--- src/rtl/robin_pkg.sv ---
// ---------------------------------------------------------------------------
// robin_pkg
//   Shared definitions for the serial monitor: command / response byte
//   constants, the monitor FSM state encoding, and a small helper that
//   recognises commands which carry an address argument.
// ---------------------------------------------------------------------------
package robin_pkg;

  // Command bytes received over the serial link
  localparam logic [7:0] CMD_LOAD = 8'h4C;  // 'L'
  localparam logic [7:0] CMD_DUMP = 8'h44;  // 'D'
  localparam logic [7:0] CMD_EXEC = 8'h58;  // 'X'
  localparam logic [7:0] CMD_HALT = 8'h48;  // 'H'

  // Response bytes sent back
  localparam logic [7:0] RSP_ACK  = 8'h2B;  // '+'
  localparam logic [7:0] RSP_NAK  = 8'h3F;  // '?'

  typedef enum logic [3:0] {
    IDLE      = 4'd0,
    ADDR_HI   = 4'd1,
    ADDR_LO   = 4'd2,
    LEN_HI    = 4'd3,
    LEN_LO    = 4'd4,
    LOAD      = 4'd5,
    DUMP_RD   = 4'd6,
    DUMP_WAIT = 4'd7,
    DUMP_TX   = 4'd8,
    RUN       = 4'd9,
    RUN_WAIT  = 4'd10,
    ACK       = 4'd11
  } state_t;

  // Commands that are followed by an address field
  function automatic logic takes_address(input logic [7:0] b);
    return (b == CMD_LOAD) || (b == CMD_DUMP) || (b == CMD_EXEC);
  endfunction

endpackage

--- src/rtl/monitor.sv ---
// ---------------------------------------------------------------------------
// monitor
//   Byte-oriented debug monitor. Parses commands from a UART receiver and
//   loads memory ('L'), dumps memory ('D'), starts the cpu at an address
//   ('X') or halts it ('H'). Responses go out through a UART transmitter.
//
// Ports
//   clk, reset_n               clock, asynchronous active-low reset
//   rx_data, rx_valid          received byte + one-cycle strobe
//   tx_data, tx_start, tx_busy byte to send, one-cycle send strobe, busy
//   mem_raddr, mem_waddr       memory read / write address
//   mem_data_in, mem_data_out  write data to memory / read data from memory
//   mem_write                  memory write strobe
//   mem_sel                    1 = monitor owns the memory port, 0 = cpu
//   cpu_reset, cpu_halt        cpu control
//   cpu_halted                 cpu reports it has stopped
//   start_address              cpu start address for 'X'
// ---------------------------------------------------------------------------
module monitor
  import robin_pkg::*;
#(
  parameter int addr_width = 9
) (
  input  logic                  clk,
  input  logic                  reset_n,
  input  logic [7:0]            rx_data,
  input  logic                  rx_valid,
  output logic [7:0]            tx_data,
  output logic                  tx_start,
  input  logic                  tx_busy,
  output logic [addr_width-1:0] mem_raddr,
  output logic [addr_width-1:0] mem_waddr,
  output logic [7:0]            mem_data_in,
  input  logic [7:0]            mem_data_out,
  output logic                  mem_write,
  output logic                  mem_sel,
  output logic                  cpu_reset,
  output logic                  cpu_halt,
  input  logic                  cpu_halted,
  output logic [addr_width-1:0] start_address
);

  state_t                state_reg, state_next;

  logic [7:0]            cmd_reg;
  logic [7:0]            addr_hi_reg;
  logic [7:0]            len_hi_reg;
  logic [addr_width-1:0] addr_reg;
  logic [15:0]           len_reg;
  logic [7:0]            tx_data_reg;
  logic [addr_width-1:0] mem_raddr_reg;
  logic [addr_width-1:0] mem_waddr_reg;
  logic [7:0]            mem_data_in_reg;
  logic                  mem_write_reg;
  logic [addr_width-1:0] start_address_reg;
  logic                  halt_reg;

  wire logic [15:0] len_word = {len_hi_reg, rx_data};

  // -------------------------------------------------------------------------
  // State register
  // -------------------------------------------------------------------------
  always_ff @(posedge clk or negedge reset_n) begin
    if (!reset_n) state_reg <= IDLE;
    else          state_reg <= state_next;
  end

  // -------------------------------------------------------------------------
  // Next-state logic
  // -------------------------------------------------------------------------
  always_comb begin
    state_next = state_reg;
    case (state_reg)
      IDLE: begin
        if (rx_valid) state_next = takes_address(rx_data) ? ADDR_HI : ACK;
      end
      ADDR_HI: if (rx_valid) state_next = ADDR_LO;
      ADDR_LO: begin
        if (rx_valid) state_next = (cmd_reg == CMD_EXEC) ? RUN : LEN_HI;
      end
      LEN_HI: if (rx_valid) state_next = LEN_LO;
      LEN_LO: begin
        if (rx_valid) begin
          if (len_word == 16'd0) state_next = (cmd_reg == CMD_LOAD) ? ACK  : IDLE;
          else                   state_next = (cmd_reg == CMD_LOAD) ? LOAD : DUMP_RD;
        end
      end
      LOAD: if (rx_valid && len_reg == 16'd1) state_next = ACK;
      DUMP_RD:   state_next = DUMP_WAIT;
      DUMP_WAIT: state_next = DUMP_TX;
      DUMP_TX: begin
        if (!tx_busy) state_next = (len_reg == 16'd1) ? IDLE : DUMP_RD;
      end
      RUN:      state_next = RUN_WAIT;
      RUN_WAIT: if (cpu_halted) state_next = ACK;
      ACK:      if (!tx_busy) state_next = IDLE;
      default:  state_next = IDLE;
    endcase
  end

  // -------------------------------------------------------------------------
  // Datapath registers: command fields, address / length counters, memory
  // port and transmit byte.
  // -------------------------------------------------------------------------
  always_ff @(posedge clk or negedge reset_n) begin
    if (!reset_n) begin
      cmd_reg           <= '0;
      addr_hi_reg       <= '0;
      len_hi_reg        <= '0;
      addr_reg          <= '0;
      len_reg           <= '0;
      tx_data_reg       <= '0;
      mem_raddr_reg     <= '0;
      mem_waddr_reg     <= '0;
      mem_data_in_reg   <= '0;
      mem_write_reg     <= 1'b0;
      start_address_reg <= '0;
      halt_reg          <= 1'b0;
    end else begin
      mem_write_reg <= 1'b0;
      case (state_reg)
        IDLE: begin
          if (rx_valid) begin
            cmd_reg <= rx_data;
            if (!takes_address(rx_data))
              tx_data_reg <= (rx_data == CMD_HALT) ? RSP_ACK : RSP_NAK;
          end
        end
        ADDR_HI: if (rx_valid) addr_hi_reg <= rx_data;
        ADDR_LO: begin
          // Upper address bits beyond the memory width are dropped
          if (rx_valid) addr_reg <= addr_width'({addr_hi_reg, rx_data});
        end
        LEN_HI: if (rx_valid) len_hi_reg <= rx_data;
        LEN_LO: begin
          if (rx_valid) begin
            len_reg <= len_word;
            if (len_word == 16'd0) tx_data_reg <= RSP_ACK;
          end
        end
        LOAD: begin
          if (rx_valid) begin
            mem_write_reg   <= 1'b1;
            mem_waddr_reg   <= addr_reg;
            mem_data_in_reg <= rx_data;
            addr_reg        <= addr_reg + addr_width'(1);
            len_reg         <= len_reg - 16'd1;
            if (len_reg == 16'd1) tx_data_reg <= RSP_ACK;
          end
        end
        DUMP_RD: mem_raddr_reg <= addr_reg;
        DUMP_TX: begin
          // Hold the sent byte on tx_data after leaving DUMP_TX
          tx_data_reg <= mem_data_out;
          if (!tx_busy) begin
            addr_reg <= addr_reg + addr_width'(1);
            len_reg  <= len_reg - 16'd1;
          end
        end
        RUN: start_address_reg <= addr_reg;
        RUN_WAIT: begin
          if (cpu_halted) begin
            halt_reg    <= 1'b0;
            tx_data_reg <= RSP_ACK;
          end else if (rx_valid && rx_data == CMD_HALT) begin
            halt_reg <= 1'b1;
          end
        end
        default: ;
      endcase
    end
  end

  // -------------------------------------------------------------------------
  // Outputs. tx_start is qualified by tx_busy combinationally so a strobe can
  // never coincide with a busy transmitter; both sending states leave on the
  // strobe cycle, so the strobe lasts exactly one cycle.
  // -------------------------------------------------------------------------
  always_comb begin
    mem_sel       = (state_reg != RUN_WAIT);
    cpu_reset     = (state_reg != RUN_WAIT);
    cpu_halt      = halt_reg;
    tx_start      = ((state_reg == ACK) || (state_reg == DUMP_TX)) && !tx_busy;
    // Read data arrives one cycle after the address, i.e. in DUMP_TX
    tx_data       = (state_reg == DUMP_TX) ? mem_data_out : tx_data_reg;
    mem_raddr     = mem_raddr_reg;
    mem_waddr     = mem_waddr_reg;
    mem_data_in   = mem_data_in_reg;
    mem_write     = mem_write_reg && mem_sel;
    start_address = start_address_reg;
  end

endmodule
--- config.mk ---
export PLATFORM = sky130hd
export DESIGN_NAME = monitor
export DESIGN_NICKNAME = d
export VERILOG_FILES = /design/src/rtl/robin_pkg.sv /design/src/rtl/monitor.sv
export SDC_FILE = /design/constraint.sdc
export NUM_CORES = 1
export LEC_CHECK = 0
export BUFFER_PORTS_ARGS = -buffer_cell sky130_fd_sc_hd__buf_4
export CAP_MARGIN = 30
export CORE_MARGIN = 1.5
export CORE_UTILIZATION = 40
export CTS_CLUSTER_SIZE = 40
export DETAILED_ROUTE_END_ITERATION = 8
export SLEW_MARGIN = 5
export SYNTH_ARGS = -nofsm -noshare
export SYNTH_HDL_FRONTEND = slang
export SYNTH_SLANG_ARGS = --single-unit
--- constraint.sdc ---
create_clock -name clk -period 3.27 [get_ports clk]
set_clock_uncertainty 0.2 [all_clocks]
set_input_delay 0.327 -clock clk [delete_from_list [all_inputs] [get_ports clk]]
set_output_delay 0.327 -clock clk [all_outputs]
set_load 0.005 [all_outputs]
==> flow_results.org <==
** Clocking
- Number of resized instances in the post-cts repair step :: 0
- In this run the post-CTS setup repair buffer count came out at 0.
- The later pin in the worst-skew pair is clocked with a latency of 340 ps.
- The clock passes through at most 2 buffers.
- Counting the buffers created by CTS gives 9.
- Clock tree root buffer cell :: sky130_fd_sc_hd__clkbuf_16
- Clk sink count :: 91
- Clock-pin slew was measured on the worst setup and hold paths at 60 ps.
- H-tree depth :: 3
- TritonCTS built the clock tree.

** Floorplanning
- Count of standard-cell rows :: 39
- Pin placement for this block handled 69 I/O pins.
- Die area :: 12500 sq um
- In this run the standard cell core region covers 11500 sq um.
- Die H :: 112 um
- Die span in x :: 112 um
- Once the floorplan was initialized, standard cells occupied 41.2% of the core.

** Drt
- The first detailed-routing pass ran for 4 iterations.
- Antenna-violating nets left :: 0
- Remaining design rule violation count :: 0
- Routed vias :: 3928
- Number of DRC markers in iteration 0 :: between 300 and 400
- In the final routed layout, each cell accounts on average for 17.8 um.
- Number of vias per cell :: 5.75
- After detailed routing, the total wire length is 12100 um.

** Timing
- For the pin with the worst max-slew slack, the measured transition is roughly 640 ps.
- Final max-slew violation count :: 0
- The final critical path takes up between 70% and 80% of the cycle.
- Setup violations remaining at the end of the flow were counted as 0.
- Hold violation count in the final report :: 0
- Timing-limited maximum frequency :: 385 MHz
- Setup repair after global routing left no endpoint under its margin.
- In this run the tightest slew margin relative to its limit is between 50% and 60%.
- Min Tclk post-route :: ~2600 ps
- Total Neg Setup Slack :: 0 ps

** Worst setup path
- Data on the critical path arrives at its endpoint at 2070 ps.
- Data on the critical path is required at its endpoint by 2740 ps.
- Class of the most critical setup path :: flop to primary output
- Maximum fanout along the worst path :: 20
- Kind of start point of the critical path :: flop
- Worst setup EP type :: primary output

** Status
- The flow ran to the end, and the final reports show no timing, DRC or antenna violations.

** Power
- Cell internal power was estimated by the tool at 3.44 mW.
- Power share of the sequential group :: about two fifths
- Switching pwr :: 2.09 mW
- In this run, the combinational gates consume 44.2% of the power.
- Per report_power, the clock group accounts for 17.3% of the total.
- In this run switching power makes up roughly 38% of total power.
- In this run the static leakage power is about 2.5 nW.
- For this design the ratio of total power to cell area is 973 nW/um^2.
- The design draws 5.53 mW.
- Across the VDD grid, the largest voltage drop is 474 uV.

** Synth
- The Yosys step of the flow raised 0 warnings.
- For this run, asynchronously set or reset flops after synthesis account for 100%.
- Number of nets produced by synthesis :: roughly 500
- Post-synthesis sequential element count :: 91
- Mean post-synth cell area :: 10.1 sq um
- Synthesis produced 469 cells.
- Primary FF master, synth :: sky130_fd_sc_hd__dfrtp_1
- The synthesized netlist occupies a cell area of 4720 sq um.
- The synthesized design contains 0 enable-type register cells.
- The synthesized netlist contains 59 unique library cells.
- Sequential elements use 48.2% of the synthesized area.

** Global route
- Initial antenna violation count :: 0
- Global routing used between 20% and 30% of the available tracks across all layers.
- Entering global routing, the biggest net connects 48 pins.
- The via count of the first global-routing pass came to 3802.
- Global-route wire length before repair :: 19900 um
- Congestion Overflow GR :: 0

** Layout
- Cells with a size suffix above 1 make up between 20% and 30% of the layout.
- Area added between synthesis and finish :: 20.4%
- Cell Count, Final, Fillers Out :: 683
- The repair_antennas step left the layout with diodes totalling 0.
- Max FFs per register :: 16
- Count of nets after finishing :: 563
- Final core utilization :: a little under 50%
- # fillers :: roughly 1100

** Placement
- Port buffering added 68 buffers.
- In this run, placement finished with an instance count of 667.
- GPL Wtd Cong :: 0.867
- Detailed placement ended at an HPWL of approximately 8600 um.

** Min path
- In this run the worst hold path is classified as input pin to flop.

** Flow run
- Max-cap violations in this run came to 0.
[final timing paths]
path                                 start        endpoint  slack [ps]  cells past startpoint
max in group asynchronous          reset_n        cpu_halt        1710                      3
setup reg to reg                len_reg[0]     len_reg[14]         700                      7
hold reg to reg             tx_data_reg[1]  tx_data_reg[1]         290                      1
min in group asynchronous          reset_n    state_reg[3]         360                      2
hold / removal             mem_data_out[6]  tx_data_reg[6]          30                      2
setup / recovery              state_reg[1]      tx_data[4]         670                      6
[metal layers]
metal  vias to the layer above  wire length (um)  global-route usage (%)
met1                      1956              5620                    28.3
met2                       116              5670                    31.7
met4                         0               159                    7.34
met5                         -                 0                       0
met3                        10               685                    3.27
li1                       1846                 -                       -
[critical path: stages, from the launching register on]
cell and delay, ps:
sky130_fd_sc_hd__dfrtp_1 490, sky130_fd_sc_hd__buf_4 260, sky130_fd_sc_hd__nor2_1 240, sky130_fd_sc_hd__nand3_1 360, sky130_fd_sc_hd__nand2_1 170, sky130_fd_sc_hd__nand2_1 70, sky130_fd_sc_hd__buf_4 130
[stage by stage]
stage / hold slack [ps] / instance area [sq um] / setup slack, ps
after global placement: 182 / 5400 / 677
after floorplan: -169 / 4720 / 874
after CTS: 23.2 / 5690 / 643
after global routing: 29.8 / 5690 / 462
after detailed placement: 189 / 5400 / 604
final: 29.8 / 5690 / 673
[cell usage in the layout (no fill, tap or decap), types with 5 or more instances in the layout]
master                       n
sky130_fd_sc_hd__a21oi_1    24
sky130_fd_sc_hd__a22oi_1     6
sky130_fd_sc_hd__a31oi_1     8
sky130_fd_sc_hd__and3_1      7
sky130_fd_sc_hd__buf_4      82
sky130_fd_sc_hd__clkbuf_16   9
sky130_fd_sc_hd__dfrtp_1    91
sky130_fd_sc_hd__ha_1        5
sky130_fd_sc_hd__inv_1      12
sky130_fd_sc_hd__mux2_2     50
sky130_fd_sc_hd__nand2_1    58
sky130_fd_sc_hd__nand3_1    10
sky130_fd_sc_hd__nand4_1     5
sky130_fd_sc_hd__nor2_1     24
sky130_fd_sc_hd__nor3_1     14
sky130_fd_sc_hd__nor3b_1     5
sky130_fd_sc_hd__nor4_1     10
sky130_fd_sc_hd__o21a_1      6
sky130_fd_sc_hd__o21ai_0    31
sky130_fd_sc_hd__o22a_1      5
[cell usage after synthesis (6+ instances only)]
library cell	number	share of area, %
sky130_fd_sc_hd__a22oi_1	6	0.95
sky130_fd_sc_hd__nand3_1	10	1.1
sky130_fd_sc_hd__o21ai_0	31	3.3
sky130_fd_sc_hd__dfrtp_1	91	48
sky130_fd_sc_hd__a31oi_1	8	1.1
sky130_fd_sc_hd__nor4_1	10	1.3
sky130_fd_sc_hd__o21a_1	6	0.95
sky130_fd_sc_hd__nor2_1	24	1.9
sky130_fd_sc_hd__a21oi_1	24	2.5
sky130_fd_sc_hd__and3_1	7	0.93
sky130_fd_sc_hd__nand2_1	58	4.6
sky130_fd_sc_hd__nor3_1	14	1.5
sky130_fd_sc_hd__clkbuf_1	16	1.3
sky130_fd_sc_hd__inv_1	12	0.95
sky130_fd_sc_hd__mux2_2	50	12
sky130_fd_sc_hd__buf_2	7	0.74
[area by class of cell]
class                           count  area [sq um]  area share, %
Multi-Input combinational cell    339          2280           40.1
Sequential cell                    91          2280           40.1
Timing Repair Buffer               84           636           11.2
Clock buffer                       12           256           4.51
Tap cell                          143           179           3.15
Inverter                           12          45.0          0.792
Clock inverter                      2          12.5          0.220
[power by group through the flow]
| stage | clock (mW) | sequential [mW] | combinational [mW] |
|---|---|---|---|
| final | 0.956 | 2.13 | 2.44 |
| after floorplan | 0 | 2.00 | 1.63 |
| after CTS | 0.987 | 2.12 | 2.46 |
| after detailed placement | 0 | 2.14 | 2.44 |
| after global placement | 0 | 2.12 | 2.41 |
| after global routing | 1.02 | 2.21 | 2.71 |
[cell families (layout without fill, tap and decap cells)]
logic type	Yosys count	count (layout)	synth area share [%]
AND/OR/NAND/NOR	168	168	18.8
AO/OA/AOI/OAI	113	113	15.7
flip-flops	91	91	48.2
multiplexers	51	51	12.1
buffers and inverters	39	110	3.47
adder cells (fa/ha/maj)	5	5	1.33
XOR/XNOR	2	2	0.371
[what timing repair did]
| item | 4_1_cts | 5_1_grt |
|---|---|---|
| hold endpoints to repair | 46 | 0 |
| hold buffers | 2 | 0 |
| endpoints found under the setup margin | 0 | 0 |
Note: power is estimated with default switching activity, not from simulation.
